[src/rtl/taillight_seq_pkg.sv]
// Shared light-state codes, lamp pattern constants and the sequential sweep table
// for the tail-light sequencer.
package taillight_seq_pkg;

  typedef enum logic [2:0] {
    IDLE      = 3'd0,
    HZRD      = 3'd1,
    BRK       = 3'd2,
    SIG_L     = 3'd3,
    SIG_R     = 3'd4,
    BRK_SIG_L = 3'd5,
    BRK_SIG_R = 3'd6
  } light_state_e;

  localparam logic [2:0] PAT_OFF = '0;
  localparam logic [2:0] PAT_ON  = '1;

  // Bit0 is the inner lamp, so the sweep fills from the inside outwards.
  function automatic logic [2:0] sweep(input logic [1:0] phase);
    case (phase)
      2'd0:    sweep = 3'b000;
      2'd1:    sweep = 3'b001;
      2'd2:    sweep = 3'b011;
      default: sweep = 3'b111;
    endcase
  endfunction

endpackage

[src/rtl/taillight_seq_tick_gen.sv]
// Animation prescaler: counts TICK_DIV clocks and flags the last count of each period.
// The flag is combinational so the owner can update its registers on that same edge.
module tick_gen #(
  parameter int unsigned TICK_DIV = 12_500_000,
  parameter int unsigned CNT_W    = 24
) (
  input  logic clk,
  input  logic rst,
  input  logic clr,
  output logic tick
);

  localparam logic [CNT_W-1:0] LAST = CNT_W'(TICK_DIV - 1);

  logic [CNT_W-1:0] r_cnt;
  logic             w_last;

  assign w_last = (r_cnt == LAST);
  // A state change restarts the period, so it also masks a coincident terminal count.
  assign tick   = w_last && !clr;

  always_ff @(posedge clk) begin
    if (rst || clr || w_last) begin
      r_cnt <= '0;
    end else begin
      r_cnt <= r_cnt + 1'b1;
    end
  end

endmodule

[src/rtl/taillight_seq.sv]
// Tail-light sequencer: registers the light-state code, runs the animation phase
// and drives the registered left/right lamp banks.
module taillight_seq
  import taillight_seq_pkg::*;
#(
  parameter int unsigned TICK_DIV = 12_500_000,
  parameter int unsigned CNT_W    = 24
) (
  input  logic       clk,
  input  logic       rst,
  input  logic [2:0] next_state,
  output logic [2:0] current_state,
  output logic       step,
  output logic [2:0] lamp_l,
  output logic [2:0] lamp_r
);

  logic       w_change;
  logic       w_tick;
  logic [1:0] r_phase;
  logic [2:0] w_lamp_l;
  logic [2:0] w_lamp_r;

  assign w_change = (next_state != current_state);

  tick_gen #(
    .TICK_DIV (TICK_DIV),
    .CNT_W    (CNT_W)
  ) u_tick_gen (
    .clk  (clk),
    .rst  (rst),
    .clr  (w_change),
    .tick (w_tick)
  );

  always_comb begin
    w_lamp_l = PAT_OFF;
    w_lamp_r = PAT_OFF;
    case (current_state)
      HZRD: begin
        w_lamp_l = r_phase[0] ? PAT_ON : PAT_OFF;
        w_lamp_r = r_phase[0] ? PAT_ON : PAT_OFF;
      end
      BRK: begin
        w_lamp_l = PAT_ON;
        w_lamp_r = PAT_ON;
      end
      SIG_L:     w_lamp_l = sweep(r_phase);
      SIG_R:     w_lamp_r = sweep(r_phase);
      BRK_SIG_L: begin
        w_lamp_l = sweep(r_phase);
        w_lamp_r = PAT_ON;
      end
      BRK_SIG_R: begin
        w_lamp_l = PAT_ON;
        w_lamp_r = sweep(r_phase);
      end
      default: begin
        w_lamp_l = PAT_OFF;
        w_lamp_r = PAT_OFF;
      end
    endcase
  end

  always_ff @(posedge clk) begin
    if (rst) begin
      current_state <= IDLE;
      r_phase       <= '0;
      step          <= 1'b0;
      lamp_l        <= PAT_OFF;
      lamp_r        <= PAT_OFF;
    end else begin
      current_state <= next_state;
      lamp_l        <= w_lamp_l;
      lamp_r        <= w_lamp_r;
      if (w_change) begin
        r_phase <= '0;
        step    <= 1'b0;
      end else begin
        step <= w_tick;
        if (w_tick) r_phase <= r_phase + 2'd1;
      end
    end
  end

endmodule

[config.mk]
export PLATFORM = sky130hd
export DESIGN_NAME = taillight_seq
export DESIGN_NICKNAME = d
export VERILOG_FILES = /design/src/rtl/taillight_seq_pkg.sv /design/src/rtl/taillight_seq_tick_gen.sv /design/src/rtl/taillight_seq.sv
export SDC_FILE = /design/constraint.sdc
export NUM_CORES = 1
export LEC_CHECK = 0
export ABC_CLOCK_PERIOD_IN_PS = 4300
export CORE_ASPECT_RATIO = 1.4
export CORE_MARGIN = 2
export CORE_UTILIZATION = 40
export DETAILED_ROUTE_END_ITERATION = 10
export PLACE_DENSITY = 0.67
export SLEW_MARGIN = 20
export SYNTH_ARGS = -nofsm -noshare
export SYNTH_HDL_FRONTEND = slang
export SYNTH_SLANG_ARGS = --single-unit
[constraint.sdc]
create_clock -name clk -period 4.3 [get_ports clk]
set_clock_uncertainty 0.15 [all_clocks]
set_input_delay 0.645 -clock clk [delete_from_list [all_inputs] [get_ports clk]]
set_output_delay 0.645 -clock clk [all_outputs]
set_load 0.05 [all_outputs]
Word level (Yosys, flattened, before mapping):

Cells that the tools add are included.
Widths: inputs -> output; s select.

* eq/ne operators: 10
* multiplexer cells: 4
* reduce and logical (&&, ||, !) cells: 10
* add/subtract/negate cells: 2

Operators with widths (number)
* $pmux 3 s3: 3
* $add 24x1->24 const B: 1
* $eq 24x24->1 const B: 1
* $reduce_or 2->1: 5
* $eq 3x3->1 const B: 3
* $eq 3x2->1 const B: 2
* $eq 3x1->1 const B: 1
* $mux 3: 1
* $ne 3x3->1: 1
* $add 2x1->2 const B: 1
* $eq 2x1->1 const B: 1
* $eq 2x2->1 const B: 1
* $logic_not 2->1: 1
* $logic_or 1x1->1: 2
* $logic_and 1x1->1: 1
* $logic_not 1->1: 1

* output and inout bits: 10
* flip-flop bits (word level): 36
* word-level logic and storage cells: 32

Depth between registers and ports, before layout:

* word-level depth: 3
* mapped depth: 7
* depth with buffers taken out: 6

By module:

A second synthesis with hierarchy kept.

* cell total of the unflattened synthesis: 187
* area, all modules: 1680.4 µm²

Modules (own cells, without submodules)
* tick_gen: cells each 129, times used 1, area an instance 1136.1 µm²
* taillight_seq: cells each 58, times used 1, area an instance 544.3 µm²

Least setup slack after synthesis:

Ideal clock, no wire load.

* kind: register to register
* start point: reg current_state[2]
* end point: reg u_tick_gen.r_cnt[16]
* path buffers: 2
* cell stages (with the launch flop): 7
* data arrival time: 1873 ps
* setup slack: 2214 ps
* clock period less this slack: 2086 ps
* data required time: 4087 ps
* cell sequence: dfxtp_1 -> buf_6 -> xor2_1 -> or4_4 -> a21o_4 -> buf_8 -> nor2_4

* cells in the longest elaborated chain, start to end: 3

RTL lines
* from (decl): RTL line taillight_seq.sv:12 `output logic [2:0] current_state,`
* from (signal assigned): RTL line taillight_seq.sv:73 `current_state <= next_state;`
* $ne 3x3->1: RTL line taillight_seq.sv:24 `assign w_change = (next_state != current_state);`
* $logic_or 1x1->1 (2 in a row): RTL line taillight_seq_tick_gen.sv:23 `if (rst || clr || w_last) begin`
* to (signal assigned): RTL line taillight_seq_tick_gen.sv:26 `r_cnt <= r_cnt + 1'b1;`
* to (decl): RTL line taillight_seq_tick_gen.sv:15 `logic [CNT_W-1:0] r_cnt;`

Every way passes these cells.
A chain may end at the register's enable or synchronous reset.

Worst setup path after layout:

* start point: reg current_state[1]
* end point: out current_state[1]

No word-level cell between the ends.

==> impl_metrics.csv <==
group,metric,value,unit
flow_run,maxCapViolations,0,
routing,postRouteAntennaNets,0,
global_route,gr-usage-all-layers,14.72,%
clock_tree,h-tree-depth,2,
floorplan,ios,15,
global_route,grt_pass1_wl,5816,um
critical_path,critical_path.startpoint_type,"flip-flop",
floorplan,die-area,5161,um2
global_route,use_met3,4.160,%
routing,wl_per_cell,11.99,um
synth,synth_seq_area_share,39.21,%
clock_tree,clock_latency,0.29,ns
place,portBuffers,14,
hold_path,hold_path_end,"u_tick_gen.r_cnt[0]",
final_layout,area_growth,13.96,%
synth,synthCells,192,
synth,yosysWarnings,0,
clock_tree,cts_resized,0,
clock_tree,cts_tree,"done",
critical_path,timing.rr.end,"u_tick_gen.r_cnt[15]",
global_route,grt_max_degree,25,
routing,drt_iter0_drc,61,
timing,min_period,2.430,ns
power_and_ir_drop,power_density,301.7,nW/um2
global_route,grt_use_met2,25.53,%
status,status,"completed",
critical_path,critPathMaxStageDelay,0.87,ns
timing,layout_worst_path_cycle_share,56.51,%
timing,setup_tns,0,ns
routing,viasPerCell,5.155,
clock_tree,clock_sinks,36,
timing,worstMarginPinSlew,0.5836,ns
final_layout,layout-drive-gt1-share,18.66,%
critical_path,r2r-start,"u_tick_gen.r_cnt[0]",
global_route,grt_pass1_vias,1371,
power_and_ir_drop,ir_worst_vdd,0.1595,mV
clock_tree,cts-root-buf,"clkbuf_8",
final_layout,nets,217,
hold_path,worstHoldPathType,"reg -> reg",
timing,fmax,0.4116,GHz
global_route,met1_usage,16.04,%
timing,maxSlewHeadroom,60.74,%
routing,via_count,1397,
synth,ys_types,37,
critical_path,cp_slowest_cell,"clkdlybuf4s50_1",
final_layout,layout_common_cells,"36 x dfxtp_1, 14 x nor2_4, 14 x clkdlybuf4s50_1",
global_route,antenna_found_initial,0,
floorplan,die_w,61.29,um
floorplan,std_cell_rows,29,
hold_path,hold_path_depth,1,
place,dpl.hpwl,2406,um
critical_path,crit_arrival,1.63,ns
critical_path,worstPathMaxFanout,9,
power_and_ir_drop,p_leak,0.0006193,uW
final_layout,design_area,2095,um2
synth,async_reset_ff_share,0,%
critical_path,worstPathRequired,3.50,ns
synth,synth-edff-count,0,
clock_tree,post_cts_buffers,0,
timing,hold_viol,0,
critical_path,critPathBufInv,1,
place,placed_area,2004,um2
synth,synth_top_flop_cell,"dfxtp_1",
critical_path,r2r_slack,2.22,ns
hold_path,hp-start,"u_tick_gen.r_cnt[0]",
timing,setup_viol,0,
critical_path,crit_family,"buffers and inverters",
critical_path,criticalPathCategory,"reg -> out",
routing,drc,0,
timing,slew_viol_final,0,
floorplan,die_h,84.21,um
clock_tree,holdBufCountCts,0,
global_route,overflow,0,
synth,syn_nets,201,
timing,rsz0062_at_grt,"false",
clock_tree,clkSlewWorstSetupHoldPaths,0.07,ns
critical_path,reg2reg_depth,5,
floorplan,initial_core_util,41.18,%
final_layout,nFillCells,457,
clock_tree,clockBufferDepth,2,
synth,synthesis.area,1838,um2
synth,synth_seq_cells,36,
place,routabilityCongestion,0.7789,
critical_path,path_cells,"clkdlybuf4s50_1",
routing,detail_route.wirelength,3250,um
floorplan,core,4463,um2
synth,synth.avg_cell_area,9.573,um2
critical_path,cp-end-kind,"primary output",
global_route,top_usage_layer,"met2",
clock_tree,cts_inserted_buffers,5,
final_layout,final_common_cell,"dfxtp_1",
final_layout,n_antenna_cell,0,
routing,dr.pass1.iters,3,
[where the power goes]
group	total [uW]	leakage (uW)	switching, uW	internal (uW)
logic	45.1	0.000282	29.3	15.8
registers	342	0.000292	4.44	338
clock network	244	0.0000455	114	131
[worst max-delay path by stage]
stage / start / end / cells after the start
floorplan: current_state[2] / u_tick_gen.r_cnt[16] / 6
global placement: rst / u_tick_gen.r_cnt[23] / 4
detailed placement: rst / u_tick_gen.r_cnt[15] / 4
CTS: current_state[1] / current_state[1] / 1
global route: current_state[1] / current_state[1] / 1
finish: current_state[1] / current_state[1] / 1
[routing by layer]
metal	vias to the layer above	share of wire [%]
met2	20	54
li1	718	-
met3	7	3.4
met1	652	41
met5	-	0
met4	0	1.7
[state kept, by name (all words and copies together) (netlist names)]
name,count
step,1
current_state,3
lamp_r,3
r_phase,2
u_tick_gen.r_cnt,24
lamp_l,3
[kinds of logic (layout without fill, tap and decap cells)]
logic type      count (synthesis)  count (layout)  share of synthesized area (%)
flops                          36              36                          39.21
compound gates                 33              33                          11.10
buf+inv                        11              28                          4.016
xor+xnor                       17              17                          8.101
fa+ha+maj                       4               4                          2.723
simple gates                   91              91                          34.85
[cell usage after synthesis, types with 6 or more instances]
| cell | number | area share, % |
|---|---|---|
| a21oi_1 | 13 | 3.5 |
| dfxtp_1 | 36 | 39 |
| inv_1 | 6 | 1.2 |
| nand2_1 | 10 | 2.0 |
| nand3_1 | 8 | 2.2 |
| nand4_1 | 9 | 3.1 |
| nor2_1 | 9 | 1.8 |
| nor2_4 | 14 | 8.6 |
| nor4_1 | 6 | 2.0 |
| o21ai_0 | 10 | 2.7 |
| xnor2_1 | 9 | 4.3 |
| xor2_1 | 8 | 3.8 |
[layout make-up]
class / count / area, um2 / area share, %
sequential: 36 / 720.7 / 34.41
timing repair buffer: 14 / 140.1 / 6.691
multi-input combinational: 145 / 1044 / 49.82
clock buffer: 8 / 90.09 / 4.301
inverter: 6 / 22.52 / 1.075
tap: 62 / 77.57 / 3.704
[stage by stage]
| step | worst slack [ns] | hold slack, ns | power (uW) | util [%] | std cells |
|---|---|---|---|---|---|
| CTS | 1.856 | 0.3450 | 639.0 | 46.93 | 271 |
| floorplan | 2.214 | 0.2964 | 383.0 | - | 192 |
| detailed placement | 1.700 | 0.3262 | 395.7 | 44.91 | 263 |
| global route | 1.804 | 0.3690 | 658.2 | 46.93 | 271 |
| finish | 1.870 | 0.3382 | 631.9 | 46.93 | 271 |
| global placement | 1.740 | 0.3260 | 395.6 | 44.91 | 263 |
(Power assumes the default switching activity.)
